### src/rtl/cm_arb_dispatch.sv
// cm_arb_dispatch: drives cm_arbiter requests and connects the granted source to one output stream per packet.
// Optional: define CM_ARB_DISPATCH_BURST_LIMIT_EN to end every MAX_BEATS-th beat as a burst and re-arbitrate.

module cm_arb_dispatch_chk #(
    parameter int DCNT      = 4,
    parameter int MAX_BEATS = 16
) (
    input logic clk_i,
    input logic rst_i,
    input logic xfer_i,
    input logic arb_vld_i
);
    // A result arriving mid-packet means the request mask was bypassed upstream.
    gnt_in_xfer: assert property (@(posedge clk_i) disable iff (rst_i) !(xfer_i && arb_vld_i));
    param_legal: assert property (@(posedge clk_i) (DCNT >= 2) && (MAX_BEATS >= 1));
endmodule

module cm_arb_dispatch #(
    parameter int  DCNT      = 4,
    parameter int  DWIDTH    = 32,
    parameter int  MAX_BEATS = 16,
    localparam int IDX_WIDTH = $clog2(DCNT)
) (
    input  logic                         i_clk,
    input  logic                         i_rst,
    output logic [DCNT-1:0]              o_req,
    input  logic                         i_arb_vld,
    input  logic [IDX_WIDTH-1:0]         i_arb_gnt,
    input  logic [DCNT-1:0]              i_src_vld,
    input  logic [DCNT-1:0][DWIDTH-1:0]  i_src_data,
    input  logic [DCNT-1:0]              i_src_last,
    output logic [DCNT-1:0]              o_src_rdy,
    output logic                         o_vld,
    output logic [DWIDTH-1:0]            o_data,
    output logic                         o_last,
    input  logic                         i_rdy,
    output logic [IDX_WIDTH-1:0]         o_idx,
    output logic                         o_busy
);
    typedef enum logic [1:0] {
        ST_IDLE = 2'd0,
        ST_WAIT = 2'd1,
        ST_XFER = 2'd2
    } state_t;

    state_t               state_q, state_d;
    logic [IDX_WIDTH-1:0] gnt_q, gnt_d;
    logic                 xfer_s;
    logic                 last_s;
    logic                 accept_s;
    logic                 burst_end_s;

`ifdef CM_ARB_DISPATCH_BURST_LIMIT_EN
    localparam int                BEAT_W    = $clog2(MAX_BEATS) + 1;
    localparam logic [BEAT_W-1:0] BEAT_LAST = BEAT_W'(MAX_BEATS - 1);

    logic [BEAT_W-1:0] beat_q, beat_d;

    assign burst_end_s = (beat_q == BEAT_LAST);

    // Beat counter: counts accepted beats of the current burst, zero outside XFER.
    always_comb begin
        beat_d = beat_q;
        if (!xfer_s) begin
            beat_d = '0;
        end else if (accept_s) begin
            beat_d = last_s ? '0 : (beat_q + BEAT_W'(1));
        end else begin
            beat_d = beat_q;
        end
    end

    // Beat counter register.
    always_ff @(posedge i_clk) begin
        if (i_rst) begin
            beat_q <= '0;
        end else begin
            beat_q <= beat_d;
        end
    end
`else
    assign burst_end_s = 1'b0;
`endif

    assign xfer_s   = (state_q == ST_XFER);
    assign last_s   = i_src_last[gnt_q] | burst_end_s;
    assign accept_s = xfer_s & i_src_vld[gnt_q] & i_rdy;

    // Output mux: zero-latency path from the granted source, everything forced low in reset.
    always_comb begin
        o_req     = '0;
        o_src_rdy = '0;
        o_vld     = 1'b0;
        o_data    = '0;
        o_last    = 1'b0;
        o_idx     = '0;
        o_busy    = 1'b0;
        if (!i_rst) begin
            o_req            = (state_q == ST_IDLE) ? i_src_vld : '0;
            o_src_rdy[gnt_q] = xfer_s & i_rdy;
            o_vld            = xfer_s & i_src_vld[gnt_q];
            o_data           = xfer_s ? i_src_data[gnt_q] : '0;
            o_last           = xfer_s & last_s;
            o_idx            = gnt_q;
            o_busy           = (state_q != ST_IDLE);
        end else begin
            o_req = '0;
        end
    end

    // Next state: one outstanding arbitration at a time, connection held until the last beat.
    always_comb begin
        state_d = state_q;
        gnt_d   = gnt_q;
        case (state_q)
            ST_IDLE: begin
                if (i_arb_vld) begin
                    gnt_d   = i_arb_gnt;
                    state_d = ST_XFER;
                end else if (|i_src_vld) begin
                    state_d = ST_WAIT;
                end else begin
                    state_d = ST_IDLE;
                end
            end
            ST_WAIT: begin
                if (i_arb_vld) begin
                    gnt_d   = i_arb_gnt;
                    state_d = ST_XFER;
                end else begin
                    state_d = ST_WAIT;
                end
            end
            ST_XFER: begin
                if (accept_s && last_s) begin
                    state_d = ST_IDLE;
                end else begin
                    state_d = ST_XFER;
                end
            end
            default: begin
                state_d = ST_IDLE;
                gnt_d   = '0;
            end
        endcase
    end

    // State and grant registers.
    always_ff @(posedge i_clk) begin
        if (i_rst) begin
            state_q <= ST_IDLE;
            gnt_q   <= '0;
        end else begin
            state_q <= state_d;
            gnt_q   <= gnt_d;
        end
    end

    cm_arb_dispatch_chk #(
        .DCNT      (DCNT),
        .MAX_BEATS (MAX_BEATS)
    ) u_chk (
        .clk_i     (i_clk),
        .rst_i     (i_rst),
        .xfer_i    (xfer_s),
        .arb_vld_i (i_arb_vld)
    );
endmodule

### config.mk
export PLATFORM = sky130hd
export DESIGN_NAME = cm_arb_dispatch
export DESIGN_NICKNAME = d
export VERILOG_FILES = /design/src/rtl/cm_arb_dispatch.sv
export SDC_FILE = /design/constraint.sdc
export NUM_CORES = 1
export LEC_CHECK = 0
export ABC_CLOCK_PERIOD_IN_PS = 2200
export CAP_MARGIN = 25
export CORE_MARGIN = 5
export CORE_UTILIZATION = 24
export DETAILED_ROUTE_END_ITERATION = 16
export PLACE_DENSITY = 0.82
export SLEW_MARGIN = 10
export SYNTH_ARGS = -nofsm -noshare
export SYNTH_HDL_FRONTEND = slang
export SYNTH_SLANG_ARGS = --single-unit
### constraint.sdc
create_clock -name i_clk -period 2.2 [get_ports i_clk]
set_clock_uncertainty 0.2 [all_clocks]
set_input_delay 0.22 -clock i_clk [delete_from_list [all_inputs] [get_ports i_clk]]
set_output_delay 0.22 -clock i_clk [all_outputs]
set_load 0.03 [all_outputs]
Yosys cells after proc, flatten, opt, wreduce, memory -nomap -nowiden
Cells that the tools add are included.
{"block": "op_classes", "order_cmp": 2, "n_eq_ne": 3, "mux": 24, "bitwise": 6, "reduce_logical": 7}
{"operator": "two-way mux 32 bit", "count": 3}
{"operator": "binary-select mux 32 bit (select 2 bit)", "count": 1}
{"operator": "two-way mux 4 bit", "count": 3}
{"operator": "two-way mux 2 bit", "count": 5}
{"operator": "two-way mux 1 bit", "count": 7}
{"operator": "case mux 2 bit (3 select lines)", "count": 1}
{"operator": "bitwise AND 1 bit", "count": 4}
{"operator": "bitwise AND 4 bit", "count": 1}
{"operator": "binary-select mux 1 bit (select 2 bit)", "count": 2}
{"operator": "case mux 2 bit (2 select lines)", "count": 1}
{"operator": "OR reduction 4 bit", "count": 1}
{"operator": "< comparator 2 x 3 -> 1 bit (second input constant)", "count": 1}
{"operator": "demux 1 bit (select 2 bit)", "count": 1}
{"operator": "== test 2 x 1 -> 1 bit (second input constant)", "count": 1}
{"operator": "== test 2 bit (second input constant)", "count": 1}
{"operator": ">= comparator 2 x 1 -> 1 bit (second input constant)", "count": 1}
{"operator": "logical AND 1 bit", "count": 2}
{"operator": "zero test 2 bit", "count": 1}
{"operator": "inequality test 2 x 1 -> 1 bit (second input constant)", "count": 1}
{"operator": "AND reduction 2 bit", "count": 1}
{"operator": "nonzero test 2 bit", "count": 1}
{"operator": "OR reduction 2 bit", "count": 1}
{"operator": "NOT 1 bit", "count": 1}
{"block": "word_totals", "regBits": 4, "inputBits": 142, "output_inout_bits": 45, "elab_cells": 44}

Logic depth before layout (Yosys ltp)
{"block": "depth", "depth_word": 7, "mapped_depth": 4}

Least setup slack after synthesis
OpenSTA, ideal clock, no wires.
{"block": "synth_path", "path_kind": "register to output", "startpoint": "register state_q[1]", "endpoint": "output o_src_rdy[2]", "arrival_time_ns": 1.624, "setup_slack_ns": 0.156, "stages_incl_launch_ff": 4, "path_buffers": 0, "cell_sequence": "dfxtp_1 nor3b_2 nand2_1 nor3b_1"}
{"block": "synth_between", "elab_chain_cells": 4}
{"item": "start: declaration", "line_no": "46", "rtl": "state_t state_q, state_d;"}
{"item": "start signal: assignment", "line_no": "154", "rtl": "state_q <= state_d;"}
{"item": "== test 2 bit", "line_no": "85", "rtl": "assign xfer_s = (state_q == ST_XFER);"}
{"item": "bitwise AND 1 bit", "line_no": "100", "rtl": "o_src_rdy[gnt_q] = xfer_s & i_rdy;"}
{"item": "bitwise AND 4 bit (no source line)"}
{"item": "two-way mux 4 bit", "line_no": "98", "rtl": "if (!i_rst) begin"}
{"item": "end: declaration", "line_no": "32", "rtl": "output logic [DCNT-1:0] o_src_rdy,"}
No other way between the ends.

Worst setup path in the final report
{"block": "layout_path", "startpoint": "register gnt_q[0]", "endpoint": "output o_last"}
{"block": "layout_between", "elab_chain_cells": 4}
{"item": "start: declaration", "line_no": "47", "rtl": "logic [IDX_WIDTH-1:0] gnt_q, gnt_d;"}
{"item": "start signal: assignment", "line_no": "155", "rtl": "gnt_q <= gnt_d;"}
{"item": "binary-select mux 1 bit (select 2 bit)", "line_no": "86", "rtl": "assign last_s = i_src_last[gnt_q] | burst_end_s;"}
{"item": "two-way mux 1 bit (implied by the code)", "line_no": "86"}
{"item": "bitwise AND 1 bit", "line_no": "103", "rtl": "o_last = xfer_s & last_s;"}
{"item": "two-way mux 1 bit", "line_no": "98"}
{"item": "end: declaration", "line_no": "35", "rtl": "output logic o_last,"}
No other way between the ends. The select of a mux whose other input is x is not followed.

==> metrics.txt <==
Die Area=around 0.0070 mm2; Detail Route Antenna Nets=0; non-filler cells in the finished layout=about 370; Final Cycle Share=0.957; crit end category=output pin; Avg Synthesized Cell Area=~12 um2; final instance area=0.00322 mm2; unrepaired setup endpoints after global routing=no; Port Buffers=approximately 190; largest net degree at the start of global routing=27; Crit Path Category=reg2out; number of setup buffers added after CTS=0; hold buffer count at cts=0; number of max-cap violations=0; Crit path arrival time=approximately 1.7 ns; Setup violations, final=0; via density per instance=about 5; Longest Clk Path Bufs=2; Slew Viols, Final=0; initial antenna violation count=0; placed insts=between 300 and 400; total grt overflow=0; TritonCTS Buffers=3; share of cells above drive strength 1=0.307; CTS H-tree lvls=1; WL final=approximately 6700 um; cell taking the most area after synthesis=mux4_2; Peak Freq=475 MHz; Ant. Diodes=0; Final Total Pwr=around 0.85 mW; core box area=~0.0052 mm2; Num Clock Sinks=4; asr flop ratio synth=0; most common cell in the netlist=and2_1; # rows=26; GRT Resource Usage Total=0.180; Final Core Density=0.623; PostCTS Resize Cnt=0; Synth Register Bits=4; Area Growth Syn to Fin=148%; CP Launch Type=flop; CP required=roughly 1.8 ns; ranking of synthesized cells by area=mux4_2, and2_1, dfxtp_1, buf_2, nor2b_1; Max-Slew Margin vs Limit=0.789; worst slack at placement=around 0.2 ns; Final min period=around 2.1 ns; Pleak=1.23 nW; Residual DRC=0; Power Density=about 270 mW/mm2; setup slack after layout=about 0.094 ns; RePlAce Congestion=approximately 0.86; setup TNS=0 ns; clock-pin slew on the worst setup and hold paths=0.03 ns; Cell Area, Synth=approximately 0.0013 mm2; Synth top area share=0.590; Post-Place Cell Area=~0.0032 mm2; drt first-iter violations=34; Synth Flop Type=dfxtp_1; die height=about 84 um; hpwl dp=around 5800 um; Syn Inst Count=approximately 110; total number of vias=about 1800; Worst Hold Class=reg2reg; Syn Nets=approximately 250; vias in the first global route=between 1500 and 2000; Post-synth EDFFs=0; Die W=approximately 84 um; Worst Tran Pin Value=~0.31 ns; status=finished clean; first-pass GRT wire length=roughly 10000 um; Root Driver=clkbuf_8; Detailed Routing Iterations Pass 1=4; Seq/Total Area, Yosys=0.0617; Distinct cells, synth=20; Hold Slack=around 0.36 ns; # IOs=roughly 190; Initial Utilization=0.251; CP max FO=22; drt wl/cell=18.2 um; TritonCTS clock tree=yes; Synthesis Warnings=0; fin nets=between 400 and 500; Final Hold Viols=0; clock latency on the worst-skew pair=~0.22 ns; Worst VDD drop=between 0.0002 and 0.0003 V; Commonest cells post-synth=and2_1, mux4_2, clkbuf_1, buf_2
-- path summary, 6_finish.rpt --
check | from | end | slack (ns) | depth (start not counted)
max | gnt_q[0] | o_last | 0.09 | 4
min | state_q[0] | state_q[0] | 0.36 | 2
max reg2reg | gnt_q[0] | state_q[1] | 0.55 | 3
min reg2reg | state_q[0] | state_q[0] | 0.36 | 2
-- layout by cell type, fill, tap and decap left out --
cell type | Yosys | layout
a21oi_1 | 2 | 2
clkbuf_8 | 0 | 3
a22oi_1 | 2 | 2
nor2_1 | 4 | 4
buf_4 | 0 | 47
inv_1 | 1 | 1
buf_12 | 0 | 3
mux4_2 | 34 | 34
nor3b_1 | 2 | 2
a311oi_2 | 1 | 1
nand2_1 | 1 | 1
nor4_1 | 1 | 1
dfxtp_2 | 0 | 2
and4_1 | 1 | 1
or3_1 | 1 | 1
and2_1 | 38 | 38
clkdlybuf4s50_1 | 0 | 143
dfxtp_1 | 4 | 2
nor3_1 | 2 | 2
nor2b_1 | 4 | 4
mux2i_1 | 1 | 1
nor3b_4 | 0 | 1
-- state kept, by name, indices dropped and copies added (netlist names) --
name	cells
gnt_q	2
state_q	2
-- worst max-delay path, cell delays in order, from the launching register on --
cell and delay (ns):
dfxtp_2 0.37, buf_12 0.20, mux4_2 0.54, and2_1 0.18, buf_4 0.16
-- area by class of cell --
class                      instances  area (um2)
timing repair buffer             193        1840
clock buffer                       3        41.3
sequential                         4        82.6
fill                             451        1950
inverter                           1        3.75
tap                               70        87.6
multi-input combinational         95        1160
-- power breakdown --
part	internal, mW	leakage, nW	switching, mW
Combinational	0.405	1.18	0.199
Clock	0.117	0.0216	0.0427
Sequential	0.0791	0.0338	0.0114
-- cell families after synthesis --
family / after synthesis / synth area share
buffers and inverters: 13 / 0.0482
and+or+nand+nor: 55 / 0.262
DFF: 4 / 0.0617
muxes: 35 / 0.597
AOI/OAI and AO/OA: 5 / 0.0308
-- per-layer routing --
layer	up-vias	GRT usage	part of all wire	routed length, um
met2	115	0.346	0.54	3580
met3	8	0.0405	0.089	593
met4	0	0.0424	0.015	102
met1	846	0.197	0.36	2380
met5	-	0	0	0
li1	814	-	-	-
(Power assumes the default switching activity.)
